<file path="config.mk">
export PLATFORM = sky130hd
export DESIGN_NAME = mdc_r2_stage_flat
export DESIGN_NICKNAME = d
export VERILOG_FILES = /design/src/rtl/mdc_r2_stage_if.sv /design/src/rtl/mdc_r2_stage.sv /design/src/flat_wrapper.sv
export SDC_FILE = /design/constraint.sdc
export NUM_CORES = 1
export LEC_CHECK = 0
export CAP_MARGIN = 20
export CORE_MARGIN = 1
export CORE_UTILIZATION = 51
export DETAILED_ROUTE_END_ITERATION = 10
export HOLD_SLACK_MARGIN = 0.15
export PLACE_DENSITY = 0.69
export SLEW_MARGIN = 10
export SYNTH_ARGS = -nofsm -noshare
export SYNTH_HDL_FRONTEND = slang
export SYNTH_SLANG_ARGS = --single-unit
</file>
<file path="constraint.sdc">
create_clock -name clk -period 12.88 [get_ports clk]
set_input_delay 1.932 -clock clk [delete_from_list [all_inputs] [get_ports clk]]
set_output_delay 1.932 -clock clk [all_outputs]
set_load 0.005 [all_outputs]
</file>
<file path="src/rtl/mdc_r2_stage_if.sv">
// Beat-level sample bus of one radix-2 MDC FFT stage, including the external twiddle ROM port.
interface mdc_r2_stage_if #(
  parameter int WIDTH    = 9,
  parameter int LOG2D    = 2,
  parameter int TW_WIDTH = 9
);
  logic                       in_valid;
  logic                       in_sync;
  logic                       mul_bypass;
  logic signed [WIDTH-1:0]    in_u_re;
  logic signed [WIDTH-1:0]    in_u_im;
  logic signed [WIDTH-1:0]    in_l_re;
  logic signed [WIDTH-1:0]    in_l_im;
  logic        [LOG2D-1:0]    tw_addr;
  logic signed [TW_WIDTH-1:0] tw_re;
  logic signed [TW_WIDTH-1:0] tw_im;
  logic                       out_valid;
  logic signed [WIDTH-1:0]    out_u_re;
  logic signed [WIDTH-1:0]    out_u_im;
  logic signed [WIDTH-1:0]    out_l_re;
  logic signed [WIDTH-1:0]    out_l_im;

  modport master (
    output in_valid, in_sync, mul_bypass, in_u_re, in_u_im, in_l_re, in_l_im, tw_re, tw_im,
    input  tw_addr, out_valid, out_u_re, out_u_im, out_l_re, out_l_im
  );

  modport slave (
    input  in_valid, in_sync, mul_bypass, in_u_re, in_u_im, in_l_re, in_l_im, tw_re, tw_im,
    output tw_addr, out_valid, out_u_re, out_u_im, out_l_re, out_l_im
  );
endinterface

</file>
<file path="src/rtl/mdc_r2_stage.sv">
// Radix-2 MDC FFT stage: delay-line/commutator reorder, butterfly with optional 1/2 scaling,
// rounded and saturated twiddle multiply on the lower output, beat-qualified with frame resync.
module mdc_r2_stage #(
  parameter int WIDTH    = 9,
  parameter int LOG2D    = 2,
  parameter int TW_WIDTH = 9,
  parameter int SCALE    = 0
) (
  input logic           clk,
  input logic           rst,
  mdc_r2_stage_if.slave bus
);
  localparam int DEPTH = 1 << LOG2D;
  // Common internal width: holds any full-precision complex product term difference exactly.
  localparam int PW = WIDTH + TW_WIDTH + 1;
  localparam logic signed [PW-1:0] SAT_MAX = {{(PW-WIDTH+1){1'b0}}, {(WIDTH-1){1'b1}}};
  localparam logic signed [PW-1:0] SAT_MIN = ~SAT_MAX;
  localparam logic signed [PW-1:0] RND     = PW'(1) << (TW_WIDTH - 2);
  localparam logic [LOG2D:0]       PRIMED  = (LOG2D+1)'(DEPTH);

  typedef struct packed {
    logic signed [WIDTH-1:0] re;
    logic signed [WIDTH-1:0] im;
  } cplx_t;

  function automatic logic signed [PW-1:0] sx_d(input logic signed [WIDTH-1:0] x);
    return {{(PW-WIDTH){x[WIDTH-1]}}, x};
  endfunction

  function automatic logic signed [PW-1:0] sx_t(input logic signed [TW_WIDTH-1:0] x);
    return {{(PW-TW_WIDTH){x[TW_WIDTH-1]}}, x};
  endfunction

  function automatic logic signed [WIDTH-1:0] sat(input logic signed [PW-1:0] x);
    if (x > SAT_MAX) return SAT_MAX[WIDTH-1:0];
    if (x < SAT_MIN) return SAT_MIN[WIDTH-1:0];
    return x[WIDTH-1:0];
  endfunction

  function automatic logic signed [WIDTH-1:0] bfly(input logic signed [PW-1:0] x);
    logic signed [PW-1:0] r;
    r = x + PW'(1);
    if (SCALE != 0) return sat(r >>> 1);
    return sat(x);
  endfunction

  function automatic logic signed [WIDTH-1:0] rnd_sat(input logic signed [PW-1:0] x);
    logic signed [PW-1:0] r;
    r = x + RND;
    return sat(r >>> (TW_WIDTH - 1));
  endfunction

  cplx_t                dl [DEPTH];
  cplx_t                du [DEPTH];
  logic [LOG2D:0]       cnt, prime, e, prime_eff;
  logic                 s;
  cplx_t                in_u, up_sw, lo_sw, a, b, sum, dif, prod, low;
  cplx_t                out_u, out_l;
  logic                 out_valid;
  logic signed [PW-1:0] p_re, p_im;

  // NOTE: every target is assigned unconditionally at the top level of the block, so no latch can form.
  always_comb begin
    e         = bus.in_sync ? '0 : cnt;
    prime_eff = bus.in_sync ? '0 : prime;
    s         = e[LOG2D];
    in_u      = {bus.in_u_re, bus.in_u_im};
    up_sw     = s ? dl[DEPTH-1] : in_u;
    lo_sw     = s ? in_u : dl[DEPTH-1];
    a         = du[DEPTH-1];
    b         = lo_sw;
    sum.re    = bfly(sx_d(a.re) + sx_d(b.re));
    sum.im    = bfly(sx_d(a.im) + sx_d(b.im));
    dif.re    = bfly(sx_d(a.re) - sx_d(b.re));
    dif.im    = bfly(sx_d(a.im) - sx_d(b.im));
    p_re      = sx_d(dif.re) * sx_t(bus.tw_re) - sx_d(dif.im) * sx_t(bus.tw_im);
    p_im      = sx_d(dif.re) * sx_t(bus.tw_im) + sx_d(dif.im) * sx_t(bus.tw_re);
    prod.re   = rnd_sat(p_re);
    prod.im   = rnd_sat(p_im);
    low       = bus.mul_bypass ? dif : prod;
  end

  // NOTE: sequential state uses non-blocking assignments so every register samples pre-edge values.
  always_ff @(posedge clk or posedge rst) begin
    if (rst) begin
      cnt       <= '0;
      prime     <= '0;
      out_valid <= 1'b0;
      out_u     <= '0;
      out_l     <= '0;
      // NOTE: the delay lines are reset too, so a restart never pairs fresh data with stale samples.
      for (int i = 0; i < DEPTH; i++) begin
        dl[i] <= '0;
        du[i] <= '0;
      end
    end else if (bus.in_valid) begin
      cnt       <= e + 1'b1;
      prime     <= (prime_eff == PRIMED) ? prime_eff : prime_eff + 1'b1;
      out_valid <= (prime_eff == PRIMED);
      out_u     <= sum;
      out_l     <= low;
      dl[0]     <= {bus.in_l_re, bus.in_l_im};
      du[0]     <= up_sw;
      for (int i = 1; i < DEPTH; i++) begin
        dl[i] <= dl[i-1];
        du[i] <= du[i-1];
      end
    end else begin
      out_valid <= 1'b0;
    end
  end

  assign bus.tw_addr   = e[LOG2D-1:0];
  assign bus.out_valid = out_valid;
  assign bus.out_u_re  = out_u.re;
  assign bus.out_u_im  = out_u.im;
  assign bus.out_l_re  = out_l.re;
  assign bus.out_l_im  = out_l.im;
endmodule

</file>
<file path="src/flat_wrapper.sv">
// flat-port wrapper written by rule: the top's interface ports become plain ports
module mdc_r2_stage_flat 
#(
  parameter int WIDTH    = 9,
  parameter int LOG2D    = 2,
  parameter int TW_WIDTH = 9,
  parameter int SCALE    = 0
)
  (clk, rst, bus_in_valid, bus_in_sync, bus_mul_bypass, bus_in_u_re, bus_in_u_im, bus_in_l_re, bus_in_l_im, bus_tw_re, bus_tw_im, bus_tw_addr, bus_out_valid, bus_out_u_re, bus_out_u_im, bus_out_l_re, bus_out_l_im);
  mdc_r2_stage_if #(.WIDTH(WIDTH), .LOG2D(LOG2D), .TW_WIDTH(TW_WIDTH)) bus_i ();
  input logic clk;
  input logic rst;
  input wire logic [$bits(bus_i.in_valid)-1:0] bus_in_valid;
  input wire logic [$bits(bus_i.in_sync)-1:0] bus_in_sync;
  input wire logic [$bits(bus_i.mul_bypass)-1:0] bus_mul_bypass;
  input wire logic [$bits(bus_i.in_u_re)-1:0] bus_in_u_re;
  input wire logic [$bits(bus_i.in_u_im)-1:0] bus_in_u_im;
  input wire logic [$bits(bus_i.in_l_re)-1:0] bus_in_l_re;
  input wire logic [$bits(bus_i.in_l_im)-1:0] bus_in_l_im;
  input wire logic [$bits(bus_i.tw_re)-1:0] bus_tw_re;
  input wire logic [$bits(bus_i.tw_im)-1:0] bus_tw_im;
  output wire logic [$bits(bus_i.tw_addr)-1:0] bus_tw_addr;
  output wire logic [$bits(bus_i.out_valid)-1:0] bus_out_valid;
  output wire logic [$bits(bus_i.out_u_re)-1:0] bus_out_u_re;
  output wire logic [$bits(bus_i.out_u_im)-1:0] bus_out_u_im;
  output wire logic [$bits(bus_i.out_l_re)-1:0] bus_out_l_re;
  output wire logic [$bits(bus_i.out_l_im)-1:0] bus_out_l_im;
  assign bus_i.in_valid = bus_in_valid;
  assign bus_i.in_sync = bus_in_sync;
  assign bus_i.mul_bypass = bus_mul_bypass;
  assign bus_i.in_u_re = bus_in_u_re;
  assign bus_i.in_u_im = bus_in_u_im;
  assign bus_i.in_l_re = bus_in_l_re;
  assign bus_i.in_l_im = bus_in_l_im;
  assign bus_i.tw_re = bus_tw_re;
  assign bus_i.tw_im = bus_tw_im;
  assign bus_tw_addr = bus_i.tw_addr;
  assign bus_out_valid = bus_i.out_valid;
  assign bus_out_u_re = bus_i.out_u_re;
  assign bus_out_u_im = bus_i.out_u_im;
  assign bus_out_l_re = bus_i.out_l_re;
  assign bus_out_l_im = bus_i.out_l_im;
  mdc_r2_stage #(.WIDTH(WIDTH), .LOG2D(LOG2D), .TW_WIDTH(TW_WIDTH), .SCALE(SCALE)) u_core (.clk(clk), .rst(rst), .bus(bus_i));
endmodule
</file>
==> results by group <==
Clocking
  • Clock sink count: 187
  • Max Root-Sink Buffers: 2
  • H-tree depth: 4
  • Clock Pin Slew Worst Setup and Hold Paths: 0.07 ns
  • Clk_lat worst skew: 0.45 ns
  • Num CTS Buffers: 17
  • Root buffer selected by CTS: clkbuf_16
  • # hold bufs at CTS: 0
  • CTS tree: yes

Cells and area
  • Nets: 3080
  • P&R area growth vs syn: 10.7%
  • Layout cells sized above 1: 0.111
  • Layout fillers: 3889

Setup path
  • Critical Path Start Type: input port
  • Buf/Inv on CP: 10
  • CP endpoint kind: flop
  • Crit path max fanout: 16
  • CP dominant cell by count: inv_1
  • Kind of critical path: input port to flop
  • Top delay family on crit path: adder cells
  • CP Data Required Time: 13.21 ns
  • Arr. time, crit path: 12.59 ns
  • Slowest library cell on the worst path: fa_1
  • Crit-path max cell delay: 0.56 ns

Floorplanning
  • Core area: 44600 um^2
  • Chip Width: 216 um
  • Initial Util: 0.522
  • Die area: 46500 um^2
  • Top-level I/O count: 98
  • Die height: 216 um
  • Site Rows: 77

STA
  • Fin crit period: 12.25 ns
  • Clock skew: 0.0162 ns
  • Max-slew violation count: 0
  • Final TNS setup: 0 ns
  • Final setup fails: 0
  • Period utilisation layout: 0.951
  • Least-Margin Pin Slew: 1.06 ns
  • Slew margin rel.: 0.289
  • Peak Freq: 81.6 MHz
  • Hold Vio Cnt, Final: 0
  • RSZ-0062 raised after global routing: false

Logic synthesis
  • Synth unique cells: 81
  • FFs w/ async S/R, synth: 1.00
  • Post-synth top area cell: fa_1
  • Area contributors post-synth: fa_1 24%, dfrtp_1 20%, ha_1 14%
  • Synthesized cell area: 23300 um^2
  • Mapped Cells: 2392
  • Mux cell area share after synthesis: 0.0851
  • Most frequent cell after synthesis: inv_1
  • Post-synth EDFFs: 0
  • Yosys warning total: 0
  • Compound-gate portion of the synthesized area: 0.0891
  • Synth Flop Type: dfrtp_1
  • Register area share after synthesis: 0.201
  • Syn Area/Cell: 9.74 um^2
  • Synth Area in XOR/XNOR: 0.0414
  • Top post-synthesis cells by count: 422 x inv_1, 284 x fa_1, 258 x ha_1
  • Adder-Cell Fraction of Synth Area: 0.390
  • Yosys reg bits: 187
  • Yosys top cell area share: 0.244
  • Post-Synth Simple-Gate Area: 0.112
  • Syn Nets: 2993
  • Largest family of logic cells by synthesized area: adder cells

Drt
  • Number of remaining DRC errors: 0
  • WL/cell: 17.7 um
  • Via Count: 16700
  • Via density: 5.43
  • Final Routed Wirelength: 54.7 mm
  • Post-route ant nets: 0
  • Initial DRC Count: 990
  • DR pass1 iterations: 6

Place
  • GP Congestion: 0.903
  • PortBufs: 97
  • Post-detail-place hpwl: 44.5 mm

GRT
  • Total GRT Usage: 0.247
  • Largest net degree at the start of global routing: 117
  • Initial antenna violation count: 1
  • Global-route wire length before repair: 91.6 mm
  • Remaining Overflow, GRT: 0
  • Number of global-route vias before repair: 17900

Hold path
  • HP Class: flop to flop

Job
  • Max cap viols: 0

Outcome
  • Status: finished clean
placed cells by master, fill, tap and decap left out, types with 7 or more instances in the layout:
master	n
inv_1	421
fa_1	284
ha_1	258
nand2_1	214
dfrtp_1	187
mux2_2	160
and2_1	126
a21oi_1	101
nor2_1	100
clkdlybuf4s50_1	96
xnor2_1	81
o21ai_0	60
buf_4	53
a21o_1	32
xor2_1	29
nand2b_1	23
mux2i_1	18
maj3_1	17
clkbuf_16	17
nor2b_1	15
o21bai_1	13
nor3_1	13
a21boi_0	12
o21a_1	11
o21ai_1	11
nand3_1	10
o22ai_1	8
nand4_1	7
o2bb2ai_1	7
what timing repair did:
action / 4_1_cts / 5_1_grt
setup buffers: 0 / 3
resized for setup: 0 / 6
endpoints found under the setup margin: 0 / 18
registers in the layout (all words and copies together), names as in the netlist:
| signal | cells |
|---|---|
| u_core.bus.out_u_re | 9 |
| u_core.a | 18 |
| u_core.bus.out_l_re | 9 |
| u_core.bus.out_u_im | 9 |
| u_core.prime | 3 |
| u_core.dl | 72 |
| u_core.bus.out_l_im | 9 |
| u_core.bus.out_valid | 1 |
| u_core.cnt | 3 |
| u_core.du | 54 |
through the flow:
step	utilization	worst slack [ns]	cell area (um^2)	hold slack, ns	std cells
2_1_floorplan	-	0.888	23300	0.442	2392
5_1_grt	0.578	0.00133	25800	0.509	3084
4_1_cts	0.577	0.522	25700	0.489	3081
3_3_place_gp	0.563	0.348	25100	0.473	3049
6_report	0.578	0.627	25800	0.479	3085
3_5_place_dp	0.563	0.0884	25100	0.470	3049
cell type report:
cell class	count	area, um^2	share of cell area
Antenna cell	1	2.50	0.0000970
Clock buffer	17	425	0.0165
Clock inverter	15	190	0.00738
Inverter	423	1600	0.0619
Multi-Input combinational cell	1698	16700	0.649
Sequential cell	187	4680	0.181
Tap cell	592	741	0.0287
Timing Repair Buffer	152	1410	0.0548
tightest hold or removal path: cells and delay by family (launching register included):
kind / cells / cell delay, ns
DFF: 1 / 0.34
AOI/OAI and AO/OA: 1 / 0.06
and+or+nand+nor: 1 / 0.05
routing by layer:
layer	up-vias	part of all wire	track usage	wire [um]
met2	386	0.50	0.433	27400
met1	8466	0.43	0.324	23700
met5	-	0	0	0
met3	69	0.045	0.0296	2440
li1	7824	-	-	-
met4	0	0.021	0.0638	1170
cells by family after synthesis:
| group | count (synthesis) |
|---|---|
| compound gates | 314 |
| xor+xnor | 110 |
| fa+ha+maj | 559 |
| buf+inv | 507 |
| flops | 187 |
| mux | 178 |
| simple gates | 537 |
worst paths after layout:
kind                                          endpoint  slack, ns  cells after the start           from
worst max-delay path            u_core.bus.out_l_re[0]       0.63                     46    bus_in_sync
worst min-delay path                      u_core.a[10]       0.48                      2  u_core.du[28]
worst max register to register  u_core.bus.out_l_re[0]       2.34                     45  u_core.cnt[2]
worst min register to register            u_core.a[10]       0.48                      2  u_core.du[28]
max in group asynchronous                u_core.dl[20]       9.36                      3            rst
min in group asynchronous       u_core.bus.out_l_im[8]       2.03                      2            rst
Power is left out: the tool's default activity adds up to more than one toggle a clock period on the data nets, which glitch-free logic cannot reach.
